===== src/rtl/arm_pkg.sv =====
// Shared core types and constants for the ARM-style pipeline front end.
package arm_pkg;

  localparam int unsigned XLEN = 32;
  localparam logic [XLEN-1:0] PC_INCR = 32'd4;

  typedef enum logic [1:0] {
    S_BOOT  = 2'd0,
    S_FETCH = 2'd1,
    S_HOLD  = 2'd2,
    S_FLUSH = 2'd3
  } fetch_state_t;

endpackage


===== src/rtl/fetch_unit.sv =====
// Instruction fetch stage: sequences r15, runs the imem req/ack handshake and
// buffers one fetched word for decode.
module fetch_unit
  import arm_pkg::*;
#(
  parameter logic [XLEN-1:0] RESET_PC = 32'h0000_0000
) (
  input  logic            clk,
  input  logic            rst,
  input  logic [XLEN-1:0] PC_out,
  output logic [XLEN-1:0] PC_next,
  output logic            imem_req,
  output logic [XLEN-1:0] imem_addr,
  input  logic            imem_ack,
  input  logic [XLEN-1:0] imem_rdata,
  output logic [XLEN-1:0] instr,
  output logic            instr_valid,
  input  logic            instr_ready,
  input  logic            branch_taken,
  input  logic [XLEN-1:0] branch_target
);

  fetch_state_t    r_state;
  fetch_state_t    w_state_nxt;
  logic            r_imem_req;
  logic [XLEN-1:0] r_imem_addr;
  logic [XLEN-1:0] r_instr;
  logic            r_instr_valid;

  logic            w_load_addr;
  logic            w_capture;
  logic            w_valid_nxt;
  logic            w_req_nxt;
  logic [XLEN-1:0] w_pc_next;

  // State and registered outputs; imem_req drops as soon as rst rises.
  always_ff @(posedge clk or posedge rst) begin
    if (rst) begin
      r_state       <= S_BOOT;
      r_imem_req    <= 1'b0;
      r_imem_addr   <= RESET_PC;
      r_instr       <= '0;
      r_instr_valid <= 1'b0;
    end else begin
      r_state       <= w_state_nxt;
      r_imem_req    <= w_req_nxt;
      r_instr_valid <= w_valid_nxt;
      if (w_load_addr) r_imem_addr <= w_pc_next;
      if (w_capture)   r_instr     <= imem_rdata;
    end
  end

  // Next-state logic; w_load_addr marks every edge that enters S_FETCH.
  always_comb begin
    w_state_nxt = r_state;
    w_load_addr = 1'b0;
    w_capture   = 1'b0;
    w_valid_nxt = r_instr_valid;
    case (r_state)
      S_BOOT: begin
        w_state_nxt = S_FETCH;
        w_load_addr = 1'b1;
      end
      S_FETCH: begin
        if (branch_taken) begin
          if (imem_ack) begin
            w_state_nxt = S_FETCH;
            w_load_addr = 1'b1;
          end else begin
            w_state_nxt = S_FLUSH;
          end
        end else if (imem_ack) begin
          w_state_nxt = S_HOLD;
          w_capture   = 1'b1;
          w_valid_nxt = 1'b1;
        end
      end
      S_FLUSH: begin
        if (imem_ack) begin
          w_state_nxt = S_FETCH;
          w_load_addr = 1'b1;
        end
      end
      S_HOLD: begin
        if (branch_taken || instr_ready) begin
          w_state_nxt = S_FETCH;
          w_load_addr = 1'b1;
          w_valid_nxt = 1'b0;
        end
      end
      default: begin
        w_state_nxt = S_BOOT;
        w_valid_nxt = 1'b0;
      end
    endcase
  end

  // PC_next is the only combinational output; a branch always overrides.
  always_comb begin
    w_pc_next = PC_out;
    case (r_state)
      S_BOOT: w_pc_next = RESET_PC;
      S_FETCH: begin
        if (branch_taken)  w_pc_next = branch_target;
        else if (imem_ack) w_pc_next = PC_out + PC_INCR;
      end
      S_FLUSH, S_HOLD: begin
        if (branch_taken) w_pc_next = branch_target;
      end
      default: w_pc_next = RESET_PC;
    endcase
  end

  assign w_req_nxt   = (w_state_nxt == S_FETCH) || (w_state_nxt == S_FLUSH);
  assign PC_next     = w_pc_next;
  assign imem_req    = r_imem_req;
  assign imem_addr   = r_imem_addr;
  assign instr       = r_instr;
  assign instr_valid = r_instr_valid;

endmodule

===== config.mk =====
export PLATFORM = sky130hd
export DESIGN_NAME = fetch_unit
export DESIGN_NICKNAME = d
export VERILOG_FILES = /design/src/rtl/arm_pkg.sv /design/src/rtl/fetch_unit.sv
export SDC_FILE = /design/constraint.sdc
export NUM_CORES = 1
export LEC_CHECK = 0
export CAP_MARGIN = 25
export CELL_PAD_IN_SITES_DETAIL_PLACEMENT = 0
export CELL_PAD_IN_SITES_GLOBAL_PLACEMENT = 1
export CORE_MARGIN = 3
export CORE_UTILIZATION = 31
export DETAILED_ROUTE_END_ITERATION = 10
export HOLD_SLACK_MARGIN = 0.06
export PLACE_DENSITY = 0.91
export SYNTH_ARGS = -nofsm -noshare
export SYNTH_HDL_FRONTEND = slang
export SYNTH_SLANG_ARGS = --single-unit

===== constraint.sdc =====
create_clock -name clk -period 4.2 [get_ports clk]
set_clock_uncertainty 0.1 [all_clocks]
set_input_delay 0.84 -clock clk [delete_from_list [all_inputs] [get_ports clk]]
set_output_delay 0.84 -clock clk [all_outputs]
set_load 0.005 [all_outputs]

### Word level (Yosys, flattened, before mapping)

Cells that the tools add are included.

* ROM bits: 0
* word-level logic and storage cells: 40
* RAM bits: 0
* flip-flop bits (word level): 68
* latch bits: 0
* memories kept: 0

* div/mod/pow operators: 0
* multiplexer cells: 20
* reductions and logical operators: 6
* equal/unequal tests: 8
* multiply operators: 0
* bitwise logic cells: 0
* $add $sub $neg: 1
* $lt $le $gt $ge: 0
* shift operators: 0

Operators by type and width (number)
* 32-bit two-way mux: 3
* 32-bit one-hot mux with 3 select lines: 1
* 32-bit by 3-bit adder with 32-bit output (second input constant): 1
* 2-bit two-way mux: 5
* 1-bit two-way mux: 8
* 2-bit one-hot mux with 4 select lines: 1
* 2-bit == test (second input constant): 3
* 2-bit inequality test (second input constant): 3
* 2-bit by 1-bit == test with 1-bit output (second input constant): 2
* 1-bit one-hot mux with 4 select lines: 1
* 4-bit AND reduction: 1
* 2-bit zero test: 1
* 1-bit logical OR: 2
* 1-bit one-hot mux with 2 select lines: 1
* 2-bit nonzero test: 1
* 2-bit OR reduction: 1

### Logic depth before layout (Yosys ltp)

Gate-level depths: netlist of run 1.

* depth after elaboration: 5
* gate-level depth with buffers: 7
* depth with buffers taken out: 6

### Worst setup path before layout of run 1

Ideal clock, no wire load.

* path kind: input-to-output
* from: input port PC_out[10]
* to: output port PC_next[29]
* setup slack: 0.941 ns
* data arrival time: 2.319 ns
* buffers on the path: 2
* required time: 3.260 ns
* cell stages on the path: 7
* path through: buf_2 -> and3_4 -> nand4_4 -> or4_1 -> buf_2 -> o21a_1 -> o31a_1

* longest elaborated chain between the ends: 4

Ends and longest elaborated chain
* start, declared: line fetch_unit.sv:10 `input logic [XLEN-1:0] PC_out,`
* 32-bit by 3-bit adder with 32-bit output: line fetch_unit.sv:105 `else if (imem_ack) w_pc_next = PC_out + PC_INCR;`
* 32-bit two-way mux: line fetch_unit.sv:105
* 32-bit two-way mux: line fetch_unit.sv:104 `if (branch_taken) w_pc_next = branch_target;`
* 32-bit one-hot mux with 3 select lines: line fetch_unit.sv:101 `case (r_state)`
* end, declared: line fetch_unit.sv:11 `output logic [XLEN-1:0] PC_next,`

Every way passes these cells.

### Final worst setup path of run 1

* from: input port PC_out[14]
* to: output port PC_next[22]

Same word-level chain as after synthesis.

==> results.py, run 1 <==
metrics = {
    "cts": {
        "cts-root-to-sink-buffers": 2,
        "cts.sinks": 67,
        "clk_root_buffer_cell": "sky130_fd_sc_hd__clkbuf_16",
        "cts_tree": "built",
        "level_count_of_the_clock_h_tree": 3,
        "cts_buffers": 9,
        "ctsHoldBuffers": 0,
        "clk_pin_slew_ns": 0.06,
        "worst_skew_pair.late_latency_ns": 0.33,
    },
    "floorplan": {
        "row_count": 40,
        "design.core.area_sq_um": 12110,
        "die_w_um": 117.9,
        "num_io_pins": 199,
        "design.die.area_sq_um": 13910,
        "dieHeight_um": 117.9,
        "initial_core_utilization": 0.3208,
    },
    "global_routing": {
        "grt_antenna_before_repair": 0,
        "grt_pass1_wl_um": 24560,
        "maximum_number_of_pins_on_one_net_before_global_route_repair": 48,
        "globalRouteTotalUtil": 0.2242,
        "overflow": 0,
        "first_global_vias": 4361,
    },
    "logic_synthesis": {
        "synth_area_per_cell_sq_um": 9.250,
        "synth-seq-area-share": 0.4316,
        "ys_seq_elements": 67,
        "synthesis.instances": 420,
        "yosys.cell_types.count": 54,
        "synth-main-ff-cell": "sky130_fd_sc_hd__dfrtp_1",
        "yosysWarnings": 0,
        "syn_area_sq_um": 3885,
        "synth-edff-count": 0,
        "syn-num-nets": 522,
        "async_reset_ff_frac": 1.000,
    },
    "worst_setup_path": {
        "crit_path_start_kind": "input port",
        "critPathMaxFanout": 3,
        "crit_chain": "clkdlybuf4s50_1 > buf_4 > nand3_1 > buf_4 > nor3_1 > a211o_1 > o21ai_0 > a211oi_1 > clkdlybuf4s50_1",
        "ff2ff_setup_slack_ns": 2.00,
        "crit_family": "buffers and inverters",
        "criticalPathCategory": "in -> out",
        "crit_path_max_incr_delay_ns": 0.56,
        "cp-startpoint": "PC_out[14]",
        "worst-endpoint-arrival_ns": 3.26,
        "crit_path_top_delay_cell": "sky130_fd_sc_hd__clkdlybuf4s50_1",
        "worstSetupEndpointType": "output port",
        "worstPathBufferInverterCount": 4,
        "r2r-start": "r_state[1]",
        "worst-endpoint-required_ns": 3.26,
    },
    "hold_path": {
        "worstHoldStart": "imem_addr[31]",
        "min_path_type": "reg -> reg",
    },
    "timing": {
        "finalHoldViolCount": 0,
        "finalMaxSlewViolations": 0,
        "final-setup-viol-count": 0,
        "relSlewSlack": 0.4614,
        "worst_slew_pin_slew_ns": 0.8050,
        "layout_worst_path_cycle_share": 0.9990,
        "total_neg_setup_slack_ns": 0,
        "layout_min_cycle_time_ns": 4.196,
        "fmax_ghz": 0.2383,
    },
    "flow_run": {
        "timing.max_cap.violations": 0,
    },
    "finish": {
        "nets": 767,
        "post-route-util": 0.5652,
        "syn_to_final_growth_pct": 76.20,
        "most-common-layout-cells": "193 x sky130_fd_sc_hd__clkdlybuf4s50_1, 67 x sky130_fd_sc_hd__dfrtp_1, 60 x sky130_fd_sc_hd__buf_4",
        "insertedDiodeCount": 0,
        "fin_cells": 838,
        "layout_commonest_cell": "sky130_fd_sc_hd__clkdlybuf4s50_1",
        "layout-drive-gt1-share": 0.2075,
    },
    "detailed_routing": {
        "drc": 0,
        "routed_via_density": 5.327,
        "antenna_violating_nets_remaining": 0,
        "wire_per_inst_um": 19.18,
        "drt_first_pass_iters": 5,
        "vias": 4464,
        "dr.first_iter.drc_count": 394,
        "wl_um": 16070,
    },
    "status": {
        "status": "finished, final reports clean",
    },
    "power_and_ir_drop": {
        "vdd_ir_drop_max_v": 0.0002081,
        "powerDensity_nw_per_um2": 409.0,
        "fin_total_pwr_uw": 2800,
        "total_leakage_power_uw": 0.002847,
    },
    "place": {
        "post-place-cells": 819,
        "gp_routability_congestion": 0.9649,
        "placement.io_buffers": 198,
        "hpwlAfterDp_um": 12370,
    },
}
timing repair:
action	in CTS	in global routing
endpoints found under the setup margin	5	12
setup buffers	1	1
pin swaps	1	5
gates resized for setup	3	14
kinds of logic after synthesis:
family	count (synthesis)	share of synthesized area
xor gates and xnor gates	4	0.009017
buffers and inverters	34	0.03703
AOI/OAI and AO/OA	106	0.1752
muxes	46	0.1320
DFF	67	0.4316
and+or+nand+nor	162	0.2119
adders and majority gates	1	0.003220
synthesized netlist by cell type (3+ instances only):
cell | n | area share
sky130_fd_sc_hd__o41ai_1 | 4 | 0.0090
sky130_fd_sc_hd__a211oi_1 | 3 | 0.0058
sky130_fd_sc_hd__or4_1 | 4 | 0.0077
sky130_fd_sc_hd__o31a_1 | 3 | 0.0068
sky130_fd_sc_hd__o21ai_0 | 34 | 0.044
sky130_fd_sc_hd__and4b_1 | 3 | 0.0077
sky130_fd_sc_hd__nor2b_1 | 3 | 0.0048
sky130_fd_sc_hd__o21a_1 | 7 | 0.014
sky130_fd_sc_hd__a21oi_1 | 22 | 0.028
sky130_fd_sc_hd__nor3_1 | 19 | 0.024
sky130_fd_sc_hd__nand4_1 | 9 | 0.014
sky130_fd_sc_hd__nand2b_1 | 4 | 0.0064
sky130_fd_sc_hd__buf_2 | 7 | 0.0090
sky130_fd_sc_hd__o31ai_1 | 11 | 0.021
sky130_fd_sc_hd__nand2_1 | 46 | 0.044
sky130_fd_sc_hd__mux2_2 | 42 | 0.12
sky130_fd_sc_hd__mux2i_1 | 4 | 0.010
sky130_fd_sc_hd__clkbuf_1 | 15 | 0.014
sky130_fd_sc_hd__and2_1 | 3 | 0.0048
sky130_fd_sc_hd__nor4_1 | 4 | 0.0064
sky130_fd_sc_hd__xor2_1 | 4 | 0.0090
sky130_fd_sc_hd__and3_1 | 7 | 0.011
sky130_fd_sc_hd__dfrtp_1 | 67 | 0.43
sky130_fd_sc_hd__nor2_1 | 31 | 0.030
sky130_fd_sc_hd__inv_1 | 8 | 0.0077
sky130_fd_sc_hd__a31oi_1 | 3 | 0.0048
sky130_fd_sc_hd__or3_1 | 3 | 0.0048
sky130_fd_sc_hd__nand3_1 | 18 | 0.023
layer usage:
layer  wire [um]  up-vias  global-route usage
met5           0        -                   0
met4         357        0             0.07912
met1        6955     2167              0.3068
met3        1155       30             0.03652
li1            -     2051                   -
met2        7602      216              0.3597
final cells by class:
cell class | count | area (sq um)
flip-flops and latches | 67 | 1677
clock buffers | 9 | 225.2
fillers | 1085 | 5266
multi-input cells | 319 | 2128
well taps | 168 | 210.2
repair buffers | 259 | 2472
clock inverters | 7 | 98.84
inverters | 9 | 33.78
stage by stage:
| step | area, sq um | hold WS [ns] | setup WS, ns |
|---|---|---|---|
| after floorplan | 3885 | 0.3673 | 0.9412 |
| after global placement | 6409 | 0.3599 | 0.005652 |
| after detailed placement | 6409 | 0.3654 | -0.04618 |
| after CTS | 6753 | 0.3792 | 0.0005722 |
| after global routing | 6845 | 0.4058 | -0.1228 |
| final | 6845 | 0.3755 | 0.004319 |
where the power goes:
| group | switching, uW | total [uW] | internal (uW) |
|---|---|---|---|
| clock network | 309 | 833 | 524 |
| registers | 102 | 932 | 830 |
| logic | 381 | 1030 | 654 |
path summary, 6_finish.rpt:
kind / depth (start not counted) / endpoint
worst min-delay path: 2 / imem_addr[31]
min in group asynchronous: 2 / instr[27]
worst max-delay path: 9 / PC_next[22]
max in group asynchronous: 4 / instr[30]
worst min register to register: 2 / imem_addr[31]
worst max register to register: 5 / imem_addr[4]
state kept, by name, summed over array words and instances (netlist names):
signal       cells
instr           32
instr_valid      1
imem_addr       32
r_state          2
worst reg2reg max path, cell delays in order (launching register included):
cell                      delay [ns]
sky130_fd_sc_hd__dfrtp_1        0.53
sky130_fd_sc_hd__buf_4          0.25
sky130_fd_sc_hd__o21ai_0        0.16
sky130_fd_sc_hd__a22o_2         0.39
sky130_fd_sc_hd__buf_4          0.29
sky130_fd_sc_hd__mux2_2         0.36
Power figures use the tool's default switching activity.
==> run 2, diff against run 1 <==
--- a/config.mk
+++ b/config.mk
@@ -8,11 +8,12 @@
 export CAP_MARGIN = 25
 export CELL_PAD_IN_SITES_DETAIL_PLACEMENT = 0
 export CELL_PAD_IN_SITES_GLOBAL_PLACEMENT = 1
-export CORE_MARGIN = 3
-export CORE_UTILIZATION = 31
+export CORE_MARGIN = 2
+export CORE_UTILIZATION = 32
+export CTS_BUF_LIST = sky130_fd_sc_hd__clkbuf_4 sky130_fd_sc_hd__clkbuf_8
 export DETAILED_ROUTE_END_ITERATION = 10
 export HOLD_SLACK_MARGIN = 0.06
-export PLACE_DENSITY = 0.91
+export PLACE_DENSITY = 0.94
 export SYNTH_ARGS = -nofsm -noshare
 export SYNTH_HDL_FRONTEND = slang
 export SYNTH_SLANG_ARGS = --single-unit
==> run 2 against run 1 <==
Net effect: sequential power about the same; critical path type unchanged; register-to-register slack got worse by 0.22 ns; combinational power about the same; critical endpoint is now PC_next[23]; critical path depth decreased by 2; die area decreased by 6.3%; highest routed layer unchanged.
==> results.py, run 2 (same netlist as run 1, synthesis figures left out) <==
metrics = {
    "floorplan": {
        "initial_core_utilization": 0.3262,
        "die_w_um": 114.2,
        "design.core.area_sq_um": 11910,
        "design.die.area_sq_um": 13040,
        "num_io_pins": 199,
        "row_count": 40,
        "dieHeight_um": 114.2,
    },
    "flow_run": {
        "timing.max_cap.violations": 0,
    },
    "global_routing": {
        "globalRouteTotalUtil": 0.2295,
        "maximum_number_of_pins_on_one_net_before_global_route_repair": 40,
        "top_usage_layer": "met2",
        "grt_util_met3": 0.04553,
        "use_met2": 0.3952,
        "overflow": 0,
        "grt_pass1_wl_um": 23070,
        "met1_global_route_usage": 0.2801,
        "grt_antenna_before_repair": 0,
        "first_global_vias": 4438,
    },
    "cts": {
        "level_count_of_the_clock_h_tree": 3,
        "cts.sinks": 67,
        "clk_root_buffer_cell": "sky130_fd_sc_hd__clkbuf_8",
        "cts_buffers": 9,
        "clk_pin_slew_ns": 0.07,
        "worst_skew_pair.late_latency_ns": 0.34,
        "ctsHoldBuffers": 0,
        "cts_tree": "built",
        "cts-root-to-sink-buffers": 2,
    },
    "detailed_routing": {
        "dr.first_iter.drc_count": 375,
        "drt_first_pass_iters": 5,
        "vias": 4395,
        "routed_via_density": 5.419,
        "drc": 0,
        "wire_per_inst_um": 18.80,
        "wl_um": 15250,
        "antenna_violating_nets_remaining": 0,
    },
    "worst_setup_path": {
        "criticalPathCategory": "in -> out",
        "crit_path_start_kind": "input port",
        "critPathMaxFanout": 6,
        "r2r-start": "r_state[1]",
        "worst-r2r-cell-count": 5,
        "worst-endpoint-arrival_ns": 3.24,
        "r2r-end": "imem_addr[0]",
        "worst-endpoint-required_ns": 3.26,
        "ff2ff_setup_slack_ns": 1.78,
        "cp-startpoint": "PC_out[18]",
        "worstSetupEndpointType": "output port",
    },
    "timing": {
        "finalHoldWorstSlack_ns": 0.3882,
        "fmax_ghz": 0.2392,
        "final-setup-viol-count": 0,
        "worst_slew_pin_slew_ns": 0.8359,
        "finalMaxSlewViolations": 0,
        "finalHoldViolCount": 0,
        "layout_worst_path_cycle_share": 0.9954,
        "layout_min_cycle_time_ns": 4.181,
        "total_neg_setup_slack_ns": 0,
        "relSlewSlack": 0.4407,
    },
    "hold_path": {
        "min_path_type": "reg -> reg",
        "worstHoldStart": "imem_addr[9]",
        "whs_path_depth": 2,
        "worst_hold_path.endpoint": "imem_addr[9]",
    },
    "finish": {
        "n_fill_cell": 1083,
        "syn_to_final_growth_pct": 70.63,
        "final-seq-area_sq_um": 1677,
        "final_design_area_no_fill_sq_um": 6629,
        "post-route-util": 0.5565,
        "fin_cells": 811,
        "multi_input_area_sq_um": 2116,
        "most-common-layout-cells": "193 x sky130_fd_sc_hd__clkdlybuf4s50_1, 67 x sky130_fd_sc_hd__dfrtp_1, 54 x sky130_fd_sc_hd__buf_4",
        "nets": 761,
        "layout-drive-gt1-share": 0.1961,
        "layout_commonest_cell": "sky130_fd_sc_hd__clkdlybuf4s50_1",
    },
    "power_and_ir_drop": {
        "total_leakage_power_uw": 0.002744,
        "powerDensity_nw_per_um2": 378.5,
        "vdd_ir_drop_max_v": 0.0001354,
    },
    "place": {
        "gp_routability_congestion": 0.9391,
        "placedInstanceArea_sq_um": 6365,
        "placement.io_buffers": 198,
        "hpwlAfterDp_um": 11960,
        "post-place-cells": 794,
    },
    "status": {
        "status": "finished, final reports clean",
    },
}
## run 2: worst max path at each step
stage	to	slack [ns]	cells past startpoint
3_5_place_dp	PC_next[23]	-0.07	7
5_1_grt	PC_next[31]	-0.02	10
6_report	PC_next[23]	0.02	7
2_1_floorplan	PC_next[29]	0.94	7
4_1_cts	PC_next[30]	0.003	9
3_3_place_gp	PC_next[23]	0.02	7
## run 2: through the flow
stage	power, uW	setup WS, ns
after CTS	2528	0.003274
after global routing	2637	-0.01800
after detailed placement	1968	-0.06756
after floorplan	1270	0.9412
after global placement	1930	0.01628
final	2509	0.01934
## run 2: area by class of cell
cell class | count | share of cell area
clock inverters | 4 | 0.007739
diodes | 1 | 0.0003775
repair buffers | 253 | 0.3650
multi-input cells | 319 | 0.3192
well taps | 147 | 0.02775
inverters | 9 | 0.005096
clock buffers | 11 | 0.02190
flip-flops and latches | 67 | 0.2529
## run 2: layer usage
metal	up-vias	part of all wire
li1	2034	-
met1	2125	0.41
met2	202	0.49
met3	34	0.076
met4	0	0.028
met5	-	0
## run 2: what timing repair did
item,in CTS,in global routing
hold endpoints to repair,0,0
endpoints found under the setup margin,4,8
setup buffers,0,1
pin swaps,1,3
gates resized for setup,1,15
gates cloned,0,0
## run 2: worst max-delay path, stage by stage
cell,delay (ns)
sky130_fd_sc_hd__clkdlybuf4s50_1,0.53
sky130_fd_sc_hd__and3_4,0.24
sky130_fd_sc_hd__nand4_4,0.10
sky130_fd_sc_hd__or4_4,0.55
sky130_fd_sc_hd__a31o_2,0.29
sky130_fd_sc_hd__a21oi_1,0.16
sky130_fd_sc_hd__clkdlybuf4s50_1,0.53
## run 2: power by group
| part | internal (uW) | switching [uW] | total, uW |
|---|---|---|---|
| clock | 294 | 257 | 551 |
| combinational | 648 | 378 | 1030 |
| sequential | 828 | 103 | 932 |
==> run 3, diff against run 2 <==
--- a/config.mk
+++ b/config.mk
@@ -14,6 +14,7 @@
 export DETAILED_ROUTE_END_ITERATION = 10
 export HOLD_SLACK_MARGIN = 0.06
 export PLACE_DENSITY = 0.94
+export SKIP_CTS_REPAIR_TIMING = 1
 export SYNTH_ARGS = -nofsm -noshare
 export SYNTH_HDL_FRONTEND = slang
 export SYNTH_SLANG_ARGS = --single-unit
==> run 3 against run 2 <==
Net effect: sequential cell count unchanged; critical path depth unchanged; register-to-register slack about the same; combinational power about the same; sequential power about the same; largest power group unchanged; cell count unchanged; setup slack improved by 0.0050 ns; clock power about the same.
==> results.py, run 3 (same netlist as run 1, synthesis figures left out) <==
metrics = {
    "status": {
        "status": "finished, final reports clean",
    },
    "finish": {
        "layout-drive-gt1-share": 0.1961,
        "layout_commonest_cell": "sky130_fd_sc_hd__clkdlybuf4s50_1",
        "fin_cells": 811,
        "syn_to_final_growth_pct": 70.56,
        "final_design_area_no_fill_sq_um": 6626,
        "most-common-layout-cells": "194 x sky130_fd_sc_hd__clkdlybuf4s50_1, 67 x sky130_fd_sc_hd__dfrtp_1, 54 x sky130_fd_sc_hd__buf_4",
        "nets": 761,
        "n_fill_cell": 1084,
    },
    "detailed_routing": {
        "dr.first_iter.drc_count": 358,
        "drt_first_pass_iters": 5,
        "routed_via_density": 5.439,
        "wire_per_inst_um": 18.81,
        "drc": 0,
        "antenna_violating_nets_remaining": 0,
        "vias": 4411,
        "wl_um": 15260,
    },
    "timing": {
        "fmax_ghz": 0.2395,
        "worst_slew_pin_slew_ns": 0.8413,
        "finalHoldViolCount": 0,
        "layout_worst_path_cycle_share": 0.9942,
        "finalMaxSlewViolations": 0,
        "layout_min_cycle_time_ns": 4.176,
        "final.setup.worst_slack_ns": 0.02430,
        "total_neg_setup_slack_ns": 0,
        "final-setup-viol-count": 0,
        "relSlewSlack": 0.4371,
    },
    "global_routing": {
        "maximum_number_of_pins_on_one_net_before_global_route_repair": 40,
        "overflow": 0,
        "grt_antenna_before_repair": 0,
        "first_global_vias": 4440,
        "grt_pass1_wl_um": 23070,
        "globalRouteTotalUtil": 0.2295,
    },
    "cts": {
        "cts.sinks": 67,
        "cts_tree": "built",
        "level_count_of_the_clock_h_tree": 3,
        "worst_skew_pair.late_latency_ns": 0.34,
        "cts-root-to-sink-buffers": 2,
        "clk_pin_slew_ns": 0.08,
        "clk_root_buffer_cell": "sky130_fd_sc_hd__clkbuf_8",
        "cts_buffers": 9,
    },
    "worst_setup_path": {
        "worst-endpoint-required_ns": 3.26,
        "ff2ff_setup_slack_ns": 1.78,
        "cp-startpoint": "PC_out[18]",
        "crit_path_start_kind": "input port",
        "critPathMaxFanout": 6,
        "cp_common_cell": "sky130_fd_sc_hd__clkdlybuf4s50_1",
        "crit_chain": "clkdlybuf4s50_1 > and3_4 > nand4_4 > or4_4 > a31o_2 > a21oi_1 > clkdlybuf4s50_1",
        "r2r-end": "imem_addr[0]",
        "worst-r2r-cell-count": 5,
        "worstSetupEndpointType": "output port",
        "r2r-start": "r_state[1]",
        "crit_path_top_delay_cell": "sky130_fd_sc_hd__or4_4",
        "worst-endpoint-arrival_ns": 3.24,
        "crit_path_max_incr_delay_ns": 0.55,
        "criticalPathCategory": "in -> out",
    },
    "power_and_ir_drop": {
        "powerDensity_nw_per_um2": 378.8,
        "fin_total_pwr_uw": 2510,
        "vdd_ir_drop_max_v": 0.0001354,
        "total_leakage_power_uw": 0.002734,
    },
    "hold_path": {
        "whs_path_depth": 2,
        "worst_hold_path.endpoint": "imem_addr[30]",
        "worstHoldStart": "imem_addr[30]",
        "min_path_type": "reg -> reg",
    },
    "floorplan": {
        "design.core.area_sq_um": 11910,
        "initial_core_utilization": 0.3262,
        "die_w_um": 114.2,
        "dieHeight_um": 114.2,
        "design.die.area_sq_um": 13040,
        "num_io_pins": 199,
        "row_count": 40,
    },
    "flow_run": {
        "timing.max_cap.violations": 0,
    },
    "place": {
        "hpwlAfterDp_um": 11960,
        "placedInstanceArea_sq_um": 6365,
        "post-place-cells": 794,
        "placement.io_buffers": 198,
        "gp_routability_congestion": 0.9391,
        "pre_cts_slack_ns": -0.06756,
    },
}
==> run 3: changes by cell type in the layout (fill, tap and decap cells not counted), sizes merged <==
cell,before,now
dlymetal6s2s,5,4
clkdlybuf4s50,193,194
==> run 3: metal layers <==
layer  GRT usage  vias to the layer above  part of all wire
met1      0.2801                     2152              0.41
li1            -                     2033                 -
met4     0.09675                        0             0.027
met2      0.3952                      198              0.49
met3     0.04553                       28             0.074
met5           0                        -                 0
==> run 3: worst max-delay path, delay by kind of cell <==
family,cells,cell delay [ns]
simple gates,3,0.89
buf+inv,2,1.06
compound gates,2,0.45
==> run 3: where the power goes <==
group / leakage, uW / switching [uW] / internal [uW] / total [uW]
Sequential: 0.000793 / 103 / 828 / 932
Combinational: 0.00184 / 378 / 648 / 1030
Clock: 0.0000988 / 257 / 294 / 552
Total: 0.00273 / 739 / 1770 / 2510
==> run 3: final cells by class <==
| cell class | instances | area [sq um] | share of cell area |
|---|---|---|---|
| antenna | 1 | 2.502 | 0.0003776 |
| clock buffer | 11 | 145.1 | 0.02190 |
| clock inverter | 4 | 51.30 | 0.007742 |
| inverter | 9 | 33.78 | 0.005098 |
| multi-input combinational | 319 | 2116 | 0.3193 |
| sequential | 67 | 1677 | 0.2530 |
| tap | 147 | 183.9 | 0.02776 |
| timing repair buffer | 253 | 2417 | 0.3648 |
==> run 3: worst max path at each step <==
stage               cells after the start  slack [ns]          end
finish                                  7        0.02  PC_next[23]
global route                            7       -0.02  PC_next[27]
CTS                                     7       -0.07  PC_next[23]
detailed placement                      7       -0.07  PC_next[23]
global placement                        7        0.02  PC_next[23]
floorplan                               7        0.94  PC_next[29]
==> run 3: per-stage QoR <==
stage          hold WS (ns)    util
6_report             0.3863  0.5563
5_1_grt              0.4038  0.5561
4_1_cts              0.3835  0.5508
3_5_place_dp         0.3609  0.5343
3_3_place_gp         0.3582  0.5343
2_1_floorplan        0.3673       -
